File: src/rtl/ln_row_scheduler_if.sv
// Bus bundle between ln_row_scheduler and its command source, buffers and layer_norm.
// Every *_vld/*_rdy pair transfers one item on a rising clock edge where both are high;
// once asserted, vld holds with stable data until that transfer takes place.
interface ln_row_scheduler_if #(
    parameter int data_width = 16,
    parameter int p_ln       = 8,
    parameter int addr_width = 12
);
    localparam int bus_w = data_width * p_ln;

    logic                  cmd_vld;
    logic                  cmd_rdy;
    logic [15:0]           cmd_rows;
    logic [15:0]           cmd_len;
    logic [addr_width-1:0] cmd_src;
    logic [addr_width-1:0] cmd_dst;

    logic                  busy;
    logic                  done;

    logic                  rd_en;
    logic [addr_width-1:0] rd_addr;
    logic [bus_w-1:0]      rd_dat;

    logic [15:0]           ln_length;
    logic                  ln_up_vld;
    logic [bus_w-1:0]      ln_up_dat;
    logic                  ln_up_rdy;
    logic                  ln_dn_vld;
    logic [bus_w-1:0]      ln_dn_dat;
    logic                  ln_dn_rdy;

    logic                  wr_en;
    logic [addr_width-1:0] wr_addr;
    logic [bus_w-1:0]      wr_dat;

    // The scheduler side.
    modport master (
        input  cmd_vld, cmd_rows, cmd_len, cmd_src, cmd_dst,
        output cmd_rdy, busy, done,
        output rd_en, rd_addr,
        input  rd_dat,
        output ln_length, ln_up_vld, ln_up_dat,
        input  ln_up_rdy, ln_dn_vld, ln_dn_dat,
        output ln_dn_rdy,
        output wr_en, wr_addr, wr_dat
    );

    // The environment side: command source, buffers and layer_norm.
    modport slave (
        output cmd_vld, cmd_rows, cmd_len, cmd_src, cmd_dst,
        input  cmd_rdy, busy, done,
        input  rd_en, rd_addr,
        output rd_dat,
        input  ln_length, ln_up_vld, ln_up_dat,
        output ln_up_rdy, ln_dn_vld, ln_dn_dat,
        input  ln_dn_rdy,
        input  wr_en, wr_addr, wr_dat
    );
endinterface

File: src/rtl/ln_row_scheduler.sv
// Runs multi-row LayerNorm jobs through one layer_norm: reads each row from the source
// buffer, streams it through layer_norm and writes the results, one row at a time.
module ln_row_scheduler #(
    parameter int data_width = 16,
    parameter int p_ln       = 8,
    parameter int addr_width = 12
) (
    input  logic                 clk,
    input  logic                 rst_n,
    ln_row_scheduler_if.master   sched,
    output logic [1:0]           dbg_state
);
    localparam int bus_w      = data_width * p_ln;
    localparam int beat_shift = $clog2(p_ln);

    typedef enum logic [1:0] {
        S_IDLE  = 2'd0,
        S_ISSUE = 2'd1,
        S_DRAIN = 2'd2,
        S_DONE  = 2'd3
    } state_t;

    state_t                state_q;
    state_t                state_d;

    logic [15:0]           rows_q;
    logic [15:0]           beats_q;
    logic [15:0]           len_q;
    logic [15:0]           row_cnt_q;
    logic [15:0]           rd_cnt_q;
    logic [15:0]           up_cnt_q;
    logic [15:0]           out_cnt_q;
    logic [addr_width-1:0] rd_base_q;
    logic [addr_width-1:0] wr_base_q;
    logic                  inflight_q;

    logic [bus_w-1:0]      fifo_mem_q [2];
    logic                  fifo_rd_ptr_q;
    logic                  fifo_wr_ptr_q;
    logic [1:0]            fifo_cnt_q;

    logic                  accept;
    logic [15:0]           cmd_beats;
    logic                  push;
    logic                  pop;
    logic [2:0]            slots_used;
    logic                  rd_go;
    logic                  wr_go;
    logic                  row_written;
    logic                  row_last;
    logic                  next_row;
    logic [addr_width-1:0] beats_addr;

    assign accept     = sched.cmd_vld & sched.cmd_rdy;
    assign cmd_beats  = sched.cmd_len >> beat_shift;
    assign beats_addr = addr_width'(beats_q);

    assign push = inflight_q;
    assign pop  = sched.ln_up_vld & sched.ln_up_rdy;

    // A head popping this cycle frees its slot, so a stream with ln_up_rdy held high
    // keeps one read per cycle while never holding more than two beats.
    assign slots_used = {1'b0, fifo_cnt_q} + {2'b00, inflight_q} - {2'b00, pop};

    assign rd_go = (state_q == S_ISSUE) && (rd_cnt_q < beats_q) && (slots_used < 3'd2);
    assign wr_go = sched.ln_dn_vld & sched.ln_dn_rdy;

    assign row_written = (out_cnt_q == beats_q);
    assign row_last    = ((row_cnt_q + 16'd1) == rows_q);
    assign next_row    = (state_q == S_DRAIN) && row_written && !row_last;

    always_comb begin
        state_d = state_q;
        case (state_q)
            S_IDLE: begin
                if (accept) begin
                    if ((sched.cmd_rows == 16'd0) || (cmd_beats == 16'd0)) begin
                        state_d = S_DONE;
                    end else begin
                        state_d = S_ISSUE;
                    end
                end
            end
            S_ISSUE: begin
                // Every beat handed over implies every read was issued and returned.
                if (up_cnt_q == beats_q) begin
                    state_d = S_DRAIN;
                end
            end
            S_DRAIN: begin
                if (row_written) begin
                    state_d = row_last ? S_DONE : S_ISSUE;
                end
            end
            S_DONE: begin
                state_d = S_IDLE;
            end
            default: begin
                state_d = S_IDLE;
            end
        endcase
    end

    always_ff @(posedge clk) begin
        if (!rst_n) begin
            state_q    <= S_IDLE;
            rows_q     <= '0;
            beats_q    <= '0;
            len_q      <= '0;
            row_cnt_q  <= '0;
            rd_cnt_q   <= '0;
            up_cnt_q   <= '0;
            out_cnt_q  <= '0;
            rd_base_q  <= '0;
            wr_base_q  <= '0;
            inflight_q <= 1'b0;
        end else begin
            state_q    <= state_d;
            inflight_q <= rd_go;
            if (accept) begin
                rows_q    <= sched.cmd_rows;
                beats_q   <= cmd_beats;
                len_q     <= sched.cmd_len;
                rd_base_q <= sched.cmd_src;
                wr_base_q <= sched.cmd_dst;
                row_cnt_q <= '0;
                rd_cnt_q  <= '0;
                up_cnt_q  <= '0;
                out_cnt_q <= '0;
            end else begin
                if (rd_go) begin
                    rd_cnt_q <= rd_cnt_q + 16'd1;
                end
                if (pop) begin
                    up_cnt_q <= up_cnt_q + 16'd1;
                end
                if (wr_go) begin
                    out_cnt_q <= out_cnt_q + 16'd1;
                end
                // Row bases advance by one row of beats; the sum wraps with the address.
                if (next_row) begin
                    row_cnt_q <= row_cnt_q + 16'd1;
                    rd_cnt_q  <= '0;
                    up_cnt_q  <= '0;
                    out_cnt_q <= '0;
                    rd_base_q <= rd_base_q + beats_addr;
                    wr_base_q <= wr_base_q + beats_addr;
                end
            end
        end
    end

    always_ff @(posedge clk) begin
        if (!rst_n) begin
            fifo_mem_q[0] <= '0;
            fifo_mem_q[1] <= '0;
            fifo_rd_ptr_q <= 1'b0;
            fifo_wr_ptr_q <= 1'b0;
            fifo_cnt_q    <= '0;
        end else begin
            if (push) begin
                fifo_mem_q[fifo_wr_ptr_q] <= sched.rd_dat;
                fifo_wr_ptr_q             <= ~fifo_wr_ptr_q;
            end
            if (pop) begin
                fifo_rd_ptr_q <= ~fifo_rd_ptr_q;
            end
            fifo_cnt_q <= fifo_cnt_q + {1'b0, push} - {1'b0, pop};
        end
    end

    assign sched.cmd_rdy   = (state_q == S_IDLE);
    assign sched.busy      = (state_q != S_IDLE);
    assign sched.done      = (state_q == S_DONE);

    assign sched.rd_en     = rd_go;
    assign sched.rd_addr   = rd_base_q + addr_width'(rd_cnt_q);

    assign sched.ln_length = len_q;
    assign sched.ln_up_vld = (fifo_cnt_q != 2'd0);
    assign sched.ln_up_dat = fifo_mem_q[fifo_rd_ptr_q];
    assign sched.ln_dn_rdy = (state_q == S_ISSUE) || (state_q == S_DRAIN);

    assign sched.wr_en     = wr_go;
    assign sched.wr_addr   = wr_base_q + addr_width'(out_cnt_q);
    assign sched.wr_dat    = sched.ln_dn_dat;

    assign dbg_state       = state_q;
endmodule

File: src/flat_wrapper.sv
// flat-port wrapper written by rule: the top's interface ports become plain ports
module ln_row_scheduler_flat 
#(
    parameter int data_width = 16,
    parameter int p_ln       = 8,
    parameter int addr_width = 12
)
  (clk, rst_n, dbg_state, sched_cmd_vld, sched_cmd_rows, sched_cmd_len, sched_cmd_src, sched_cmd_dst, sched_cmd_rdy, sched_busy, sched_done, sched_rd_en, sched_rd_addr, sched_rd_dat, sched_ln_length, sched_ln_up_vld, sched_ln_up_dat, sched_ln_up_rdy, sched_ln_dn_vld, sched_ln_dn_dat, sched_ln_dn_rdy, sched_wr_en, sched_wr_addr, sched_wr_dat);
  ln_row_scheduler_if #(.data_width(data_width), .p_ln(p_ln), .addr_width(addr_width)) sched_i ();
  input  logic clk;
  input  logic rst_n;
  output logic [1:0] dbg_state;
  input wire logic [$bits(sched_i.cmd_vld)-1:0] sched_cmd_vld;
  input wire logic [$bits(sched_i.cmd_rows)-1:0] sched_cmd_rows;
  input wire logic [$bits(sched_i.cmd_len)-1:0] sched_cmd_len;
  input wire logic [$bits(sched_i.cmd_src)-1:0] sched_cmd_src;
  input wire logic [$bits(sched_i.cmd_dst)-1:0] sched_cmd_dst;
  output wire logic [$bits(sched_i.cmd_rdy)-1:0] sched_cmd_rdy;
  output wire logic [$bits(sched_i.busy)-1:0] sched_busy;
  output wire logic [$bits(sched_i.done)-1:0] sched_done;
  output wire logic [$bits(sched_i.rd_en)-1:0] sched_rd_en;
  output wire logic [$bits(sched_i.rd_addr)-1:0] sched_rd_addr;
  input wire logic [$bits(sched_i.rd_dat)-1:0] sched_rd_dat;
  output wire logic [$bits(sched_i.ln_length)-1:0] sched_ln_length;
  output wire logic [$bits(sched_i.ln_up_vld)-1:0] sched_ln_up_vld;
  output wire logic [$bits(sched_i.ln_up_dat)-1:0] sched_ln_up_dat;
  input wire logic [$bits(sched_i.ln_up_rdy)-1:0] sched_ln_up_rdy;
  input wire logic [$bits(sched_i.ln_dn_vld)-1:0] sched_ln_dn_vld;
  input wire logic [$bits(sched_i.ln_dn_dat)-1:0] sched_ln_dn_dat;
  output wire logic [$bits(sched_i.ln_dn_rdy)-1:0] sched_ln_dn_rdy;
  output wire logic [$bits(sched_i.wr_en)-1:0] sched_wr_en;
  output wire logic [$bits(sched_i.wr_addr)-1:0] sched_wr_addr;
  output wire logic [$bits(sched_i.wr_dat)-1:0] sched_wr_dat;
  assign sched_i.cmd_vld = sched_cmd_vld;
  assign sched_i.cmd_rows = sched_cmd_rows;
  assign sched_i.cmd_len = sched_cmd_len;
  assign sched_i.cmd_src = sched_cmd_src;
  assign sched_i.cmd_dst = sched_cmd_dst;
  assign sched_cmd_rdy = sched_i.cmd_rdy;
  assign sched_busy = sched_i.busy;
  assign sched_done = sched_i.done;
  assign sched_rd_en = sched_i.rd_en;
  assign sched_rd_addr = sched_i.rd_addr;
  assign sched_i.rd_dat = sched_rd_dat;
  assign sched_ln_length = sched_i.ln_length;
  assign sched_ln_up_vld = sched_i.ln_up_vld;
  assign sched_ln_up_dat = sched_i.ln_up_dat;
  assign sched_i.ln_up_rdy = sched_ln_up_rdy;
  assign sched_i.ln_dn_vld = sched_ln_dn_vld;
  assign sched_i.ln_dn_dat = sched_ln_dn_dat;
  assign sched_ln_dn_rdy = sched_i.ln_dn_rdy;
  assign sched_wr_en = sched_i.wr_en;
  assign sched_wr_addr = sched_i.wr_addr;
  assign sched_wr_dat = sched_i.wr_dat;
  ln_row_scheduler #(.data_width(data_width), .p_ln(p_ln), .addr_width(addr_width)) u_core (.clk(clk), .rst_n(rst_n), .sched(sched_i), .dbg_state(dbg_state));
endmodule
File: config.mk
export PLATFORM = sky130hd
export DESIGN_NAME = ln_row_scheduler_flat
export DESIGN_NICKNAME = d
export VERILOG_FILES = /design/src/rtl/ln_row_scheduler_if.sv /design/src/rtl/ln_row_scheduler.sv /design/src/flat_wrapper.sv
export SDC_FILE = /design/constraint.sdc
export NUM_CORES = 1
export LEC_CHECK = 0
export ABC_AREA = 1
export BUFFER_PORTS_ARGS = -buffer_cell sky130_fd_sc_hd__buf_2
export CAP_MARGIN = 15
export CORE_AREA = 2 2 243 245
export DETAILED_ROUTE_END_ITERATION = 10
export DIE_AREA = 0 0 245 247
export PLACE_DENSITY = 0.7
export REMOVE_ABC_BUFFERS = 1
export SLEW_MARGIN = 10
export SYNTH_ARGS = -nofsm -noshare
export SYNTH_HDL_FRONTEND = slang
export SYNTH_SLANG_ARGS = --single-unit
File: constraint.sdc
create_clock -name clk -period 5.6 [get_ports clk]
set_input_delay 1.12 -clock clk [delete_from_list [all_inputs] [get_ports clk]]
set_output_delay 1.12 -clock clk [all_outputs]
set_load 0.02 [all_outputs]
* After elaboration in Yosys (flattened, before gate mapping)
Memory sizes are Yosys's and may differ from the RTL's. A register that Yosys moved wholly into a read port is not among the register bits.
Index checks and enable logic that the tools add are counted.
** Word-level totals
- Logic and storage cells :: 80
- Memories :: 1
- Register bits :: 140
- Input bits :: 317
- Bits in writable memories :: 256
- Output and inout port bits :: 305
** Cells by class
- Muxes and demuxes :: 19
- Bitwise operators :: 6
- Add/subtract/negate cells :: 12
- Reduce and logical (&&, ||, !) cells :: 17
- Equality and inequality tests :: 9
- Order comparisons :: 2
** Memories
- u_core.fifo_mem_q :: depth 2, width 128, rd ports 1, clocked after memory_dff 1, write ports 2, RTL line ln_row_scheduler.sv:37 : logic [bus_w-1:0] fifo_mem_q [2];
** Operators with widths (number)
- $mux 128 :: 1
- $reduce_or 128->1 :: 1
- $add 16x1->16 const B :: 4
- $add 12x12->12 :: 4
- $mux 12 :: 4
- $eq 16x13->1 :: 2
- $logic_not 16->1 :: 2
- $eq 16x16->1 :: 1
- $lt 16x13->1 :: 1
- $mux 2 :: 5
- $mux 1 :: 8
- $pmux 2 s4 :: 1
- $reduce_bool 2->1 :: 3
- $eq 2x2->1 const B :: 2
- $logic_and 1x1->1 :: 4
- $ne 2x2->1 const B :: 2
- $add 2x1->3 :: 1
- $and 1x1->1 :: 3
- $lt 3x2->1 const B :: 1
- $not 1->1 :: 3
- $reduce_and 3->1 :: 1
- $reduce_or 3->1 :: 1
- $sub 3x1->3 :: 1
- $add 2x1->2 :: 1
- other kinds (7) :: 8

* Logic depth before layout (Yosys ltp)
- Depth in word-level cells :: 6
- Depth in mapped cells :: 18
- Mapped depth without buffers :: 17

* Worst setup path before layout
Ideal clock, no wire load.
- Path kind :: input port to flip-flop
- Start point :: input rst_n
- End point :: memory u_core.fifo_mem_q[1][0] in the netlist's numbering (enable)
- Setup time :: 1.108 ns
- Arrival time :: 3.944 ns
- Slack :: 0.547 ns
- Required time :: 4.492 ns
- Buffers on the path :: 2
- Stages on the path :: 4
- Cells stage by stage :: nand3_1 -> clkbuf_1 -> clkbuf_1 -> nand2_1
** RTL lines
- start: declaration :: RTL line flat_wrapper.sv:11 : input logic rst_n;
- end: declaration :: RTL line ln_row_scheduler.sv:37

* Worst setup path in the final report
- Start point :: input sched_ln_up_rdy
- End point :: output sched_rd_en
** Between the ends
- Longest elaborated chain between the ends :: 4
** RTL lines
- start: declaration :: RTL line flat_wrapper.sv:27 : input wire logic [$bits(sched_i.ln_up_rdy)-1:0] sched_ln_up_rdy;
- $and 1x1->1 :: RTL line ln_row_scheduler.sv:59 : assign pop = sched.ln_up_vld & sched.ln_up_rdy;
- net u_core.pop :: RTL line ln_row_scheduler.sv:45 : logic pop;
- $sub 3x1->3 :: RTL line ln_row_scheduler.sv:63 : assign slots_used = {1'b0, fifo_cnt_q} + {2'b00, inflight_q} - {2'b00, pop};
- net u_core.slots_used[1] :: RTL line ln_row_scheduler.sv:46 : logic [2:0] slots_used;
- $lt 3x2->1 :: RTL line ln_row_scheduler.sv:65 : assign rd_go = (state_q == S_ISSUE) && (rd_cnt_q < beats_q) && (slots_used < 3'd2);
- $logic_and 1x1->1 :: RTL line ln_row_scheduler.sv:65
- end: declaration :: RTL line flat_wrapper.sv:21 : output wire logic [$bits(sched_i.rd_en)-1:0] sched_rd_en;
The timed path passes the listed nets, and every way through them passes these cells.

==> impl.org <==
** Run status
- The flow ran to the end, and the final reports show no timing, DRC or antenna violations.

** Logic synthesis
- Number of enable flip-flop cells after synthesis :: approximately 260
- Synth Area per Inst :: slightly above 9 sq um
- Synthesis warning total :: 0
- Yosys cell types :: 46
- Flip-flop and latch count after synthesis :: ~380
- Counting every instance in the synthesized netlist gives 2,245.
- The share of the Yosys chip area taken by registers is about 50%.
- Synth Flop Type :: sky130_fd_sc_hd__edfxtp_1
- Synthesized cell area :: 0.0205 sq mm
- Proportion of synthesized flip-flops having asynchronous set or reset :: 0%

** Clock network
- Maximum level of the CTS H-tree :: 2
- Clock tree from TritonCTS :: done
- After clock tree synthesis, the clock-pin slew on the worst setup and hold paths is 50 ps.
- Cts-stage hold buffer count :: 0
- Clock tree synthesis selected as its root buffer the cell sky130_fd_sc_hd__clkbuf_16.
- Once the clock tree was built, the setup fixing pass inserted 0 buffers.
- Post-cts resize count :: 0
- At the later pin of the worst-skew pair, clock insertion delay measures around 580 ps.
- Maximum count of clock buffers along a single path :: 3
- Clock tree synthesis inserted a total of 44 buffers.
- The clock drives approximately 380 sinks.

** Floorplanning
- The die is 247 um tall.
- During I/O placement, the number of pins put on the boundary was slightly above 600.
- DIE AREA :: between 0.06 and 0.07 sq mm
- Area of the core :: between 0.05 and 0.06 sq mm
- From left edge to right edge, the die measures approximately 250 um.
- After floorplanning, the core was divided into slightly below 90 placement rows.
- Once the floorplan was initialized, standard cells occupied approximately a third of the core.

** Layout
- Fillers :: 5,779
- Combined area of the multi-input logic cells :: between 0.008 and 0.009 sq mm
- Leaving out fill and tap cells, the most frequent cell in the layout is sky130_fd_sc_hd__nor2_1.
- Across the whole layout, storage elements account for around 0.010 sq mm.
- Commonest cells after routing, fill and taps aside :: 402 x sky130_fd_sc_hd__nor2_1, 365 x sky130_fd_sc_hd__buf_2, 290 x sky130_fd_sc_hd__nand2_1
- Cell area after layout :: approximately 0.024 sq mm
- P&R area growth vs syn :: 14.9%
- The post-route netlist has 24.3% of its cells at a drive strength greater than 1.
- Layout net count :: ~2,900
- The count of cells in the finished layout, fillers not included, comes to 3,269.

** Global route
- After global routing, the most crowded layer is met2.
- The first global-routing pass estimated 107,000 um of wire.
- In the global route stage, met3 resource usage came out at about a fifth.
- GR Util met1 :: about 26%
- Maximum number of pins on one net before global-route repair :: about 130
- Antenna violations before repair :: 3
- In the global route stage, overall resource usage came out at 24.9%.
- Global routing usage on met2 :: about 36%
- Total congestion overflow after global routing :: 0
- Vias in the first global route :: 15,195

** Critical path
- Critical path class :: input pin to primary output
- STA classifies the critical path startpoint as an input pin.
- STA classifies the critical path endpoint as a primary output.
- In this run the register-to-register setup slack is 2170 ps.
- STA puts the critical path data required time at 4480 ps.
- In this run the worst path has a maximum fanout of 7.
- Grouping stages by cell kind, the critical path spends the most delay in adder cells.
- Slowest stage cell, crit path :: sky130_fd_sc_hd__fa_1
- Crit-path cells :: buf_2 -> nand2_1 -> inv_1 -> ha_1 -> inv_1 -> ha_1 -> fa_1 -> inv_1 -> nand4_1 -> nor3_1 -> and3_1 -> buf_2
- Crit path buf inv count :: 5
- Data on the critical path arrives at its endpoint at roughly 3400 ps.
- Counting stages on the worst path, the most repeated cell is sky130_fd_sc_hd__inv_1.
- On the worst path, the slowest cell contributes a delay of about 460 ps.

** Timing
- At the pin with the least slew margin, the transition time is around 960 ps.
- Total of endpoints with negative setup slack in the final report :: 0
- Derived from the worst setup path, the maximum achievable clock frequency is 224 MHz.
- Max Clock Skew :: between 20 and 25 ps
- Final period util :: around 80%
- The number of max-slew violations in the final report is 0.
- Setup repair after global routing missed its margin :: false
- Minimum period implied by the final worst setup slack :: around 4500 ps
- The final count of hold timing violations came to 0.
- In this run the tightest slew margin relative to its limit is between 30% and 40%.

** Drt
- Dividing the detail-routed wire length by the instance count gives about 24 um.
- Dividing the detail-routed via count by the number of cells gives approximately 5.1.
- Number of vias after detailed routing :: 16,618
- DR DRC count :: 0
- Drt first-iter violations :: approximately 1,300
- For this block, the routed nets add up to 78,100 um of wire.
- The first TritonRoute pass finished after 5 iterations.
- Routed Antenna Nets :: 0

** Power and ir drop
- Reported leakage power :: about 0.011 uW
- Power spread over the standard cell area amounts to 402 mW/mm^2.
- The worst-case IR drop observed on VDD is 278 uV.

** Placed design
- During placement, the flow inserted port buffers numbering around 370.
- Area post-placement :: 0.0222 sq mm
- GPL Wtd Cong :: 0.912
- Detailed placement finished with a half-perimeter wire length of about 59,000 um.
- Cell count after placement :: 3,189

** Flow run
- Number of max-cap violations :: 0

** Hold path
- Kind of path behind the tightest hold check :: flop to flop
-- metal layers --
| metal | vias up | share of wire (%) |
|---|---|---|
| met1 | 7714 | 34 |
| met4 | 20 | 3.8 |
| met2 | 1018 | 41 |
| met5 | - | 0.85 |
| li1 | 7717 | - |
| met3 | 149 | 19 |
-- synthesized netlist by cell type (2+ instances only) --
| master | number | area [sq um] |
|---|---|---|
| sky130_fd_sc_hd__or2_2 | 10 | 62.6 |
| sky130_fd_sc_hd__o31ai_1 | 2 | 15.0 |
| sky130_fd_sc_hd__o21ai_1 | 2 | 10.0 |
| sky130_fd_sc_hd__nand3b_1 | 21 | 158 |
| sky130_fd_sc_hd__a31oi_1 | 4 | 25.0 |
| sky130_fd_sc_hd__o22ai_1 | 6 | 37.5 |
| sky130_fd_sc_hd__xnor2_1 | 26 | 228 |
| sky130_fd_sc_hd__mux2i_1 | 3 | 30.0 |
| sky130_fd_sc_hd__nand2_1 | 294 | 1100 |
| sky130_fd_sc_hd__nand3_2 | 2 | 20.0 |
| sky130_fd_sc_hd__inv_1 | 258 | 968 |
| sky130_fd_sc_hd__buf_4 | 128 | 961 |
| sky130_fd_sc_hd__nand3_1 | 74 | 370 |
| sky130_fd_sc_hd__clkbuf_1 | 63 | 236 |
| sky130_fd_sc_hd__a21oi_1 | 118 | 591 |
| sky130_fd_sc_hd__and3_1 | 2 | 12.5 |
| sky130_fd_sc_hd__nor3_1 | 32 | 160 |
| sky130_fd_sc_hd__buf_1 | 7 | 26.3 |
| sky130_fd_sc_hd__fa_1 | 5 | 100 |
| sky130_fd_sc_hd__xor3_1 | 2 | 47.6 |
| sky130_fd_sc_hd__o211ai_1 | 2 | 15.0 |
| sky130_fd_sc_hd__ha_1 | 66 | 826 |
| sky130_fd_sc_hd__xor2_1 | 40 | 350 |
| sky130_fd_sc_hd__o21ai_0 | 76 | 380 |
| sky130_fd_sc_hd__nand4_1 | 30 | 188 |
| sky130_fd_sc_hd__o2111ai_1 | 4 | 35.0 |
| sky130_fd_sc_hd__nor2_1 | 402 | 1510 |
| sky130_fd_sc_hd__buf_6 | 2 | 22.5 |
| sky130_fd_sc_hd__nor4_1 | 7 | 43.8 |
| sky130_fd_sc_hd__nor2_2 | 15 | 93.8 |
| sky130_fd_sc_hd__buf_2 | 9 | 45.0 |
| sky130_fd_sc_hd__edfxtp_1 | 256 | 7690 |
| sky130_fd_sc_hd__dfxtp_1 | 128 | 2560 |
| sky130_fd_sc_hd__mux2_2 | 128 | 1440 |
| sky130_fd_sc_hd__a21o_1 | 8 | 60.1 |
| sky130_fd_sc_hd__o21bai_1 | 3 | 22.5 |
-- sequential cells by signal, indices dropped and copies added, names as in the netlist, 16 cells and up, named ones only --
name / count
u_core.sched.ln_length: 16
u_core.up_cnt_q: 16
u_core.rd_cnt_q: 16
u_core.out_cnt_q: 16
u_core.row_cnt_q: 16
u_core.rows_q: 16
u_core.fifo_mem_q: 256
-- tightest hold or removal path: stages (launching register included) --
cell and delay, ps:
sky130_fd_sc_hd__dfxtp_1 310, sky130_fd_sc_hd__inv_1 50, sky130_fd_sc_hd__nor2_1 30
-- worst paths after layout --
check | from | to | cells past startpoint
worst max register to register | u_core.fifo_cnt_q[1] | u_core.rd_cnt_q[4] | 17
worst min-delay path | u_core.rd_cnt_q[15] | u_core.rd_cnt_q[15] | 2
worst min register to register | u_core.rd_cnt_q[15] | u_core.rd_cnt_q[15] | 2
worst max-delay path | sched_ln_up_rdy | sched_rd_en | 12
-- through the flow --
stage / setup TNS [ps] / setup slack (ps) / power, uW / hold WS (ps) / util, %
final: 0 / 1130 / 9490 / 428 / 40.5
after global routing: 0 / 924 / 9990 / 456 / 40.5
after CTS: 0 / 1160 / 9530 / 429 / 40.5
after detailed placement: 0 / 1180 / 6710 / 421 / 38.1
after global placement: 0 / 1190 / 6690 / 416 / 38.1
after floorplan: -560160 / -2310 / 5760 / 408 / -
-- kinds of logic after synthesis --
logic type / share of synthesized area [%]
AND/OR/NAND/NOR: 18.3
buffers and inverters: 11.0
flip-flops: 50.0
AO/OA/AOI/OAI: 6.02
multiplexers: 7.17
adder cells (fa/ha/maj): 4.51
XOR/XNOR: 3.05
-- final cells by class --
| type | instances | share of cell area, % |
|---|---|---|
| tap | 773 | 4.10 |
| sequential | 384 | 43.5 |
| clock buffer | 61 | 5.15 |
| clock inverter | 17 | 0.716 |
| inverter | 260 | 4.14 |
| multi-input combinational | 1392 | 34.1 |
| antenna | 2 | 0.0212 |
| timing repair buffer | 380 | 8.28 |
-- where the power goes --
group	leakage (uW)	internal [uW]	switching, uW	total [uW]
registers	0.00369	3360	242	3610
clock network	0.000674	1610	1180	2800
logic	0.00614	1120	1970	3080
total	0.0105	6090	3390	9490
No activity file was read; power rests on OpenSTA's default activity.
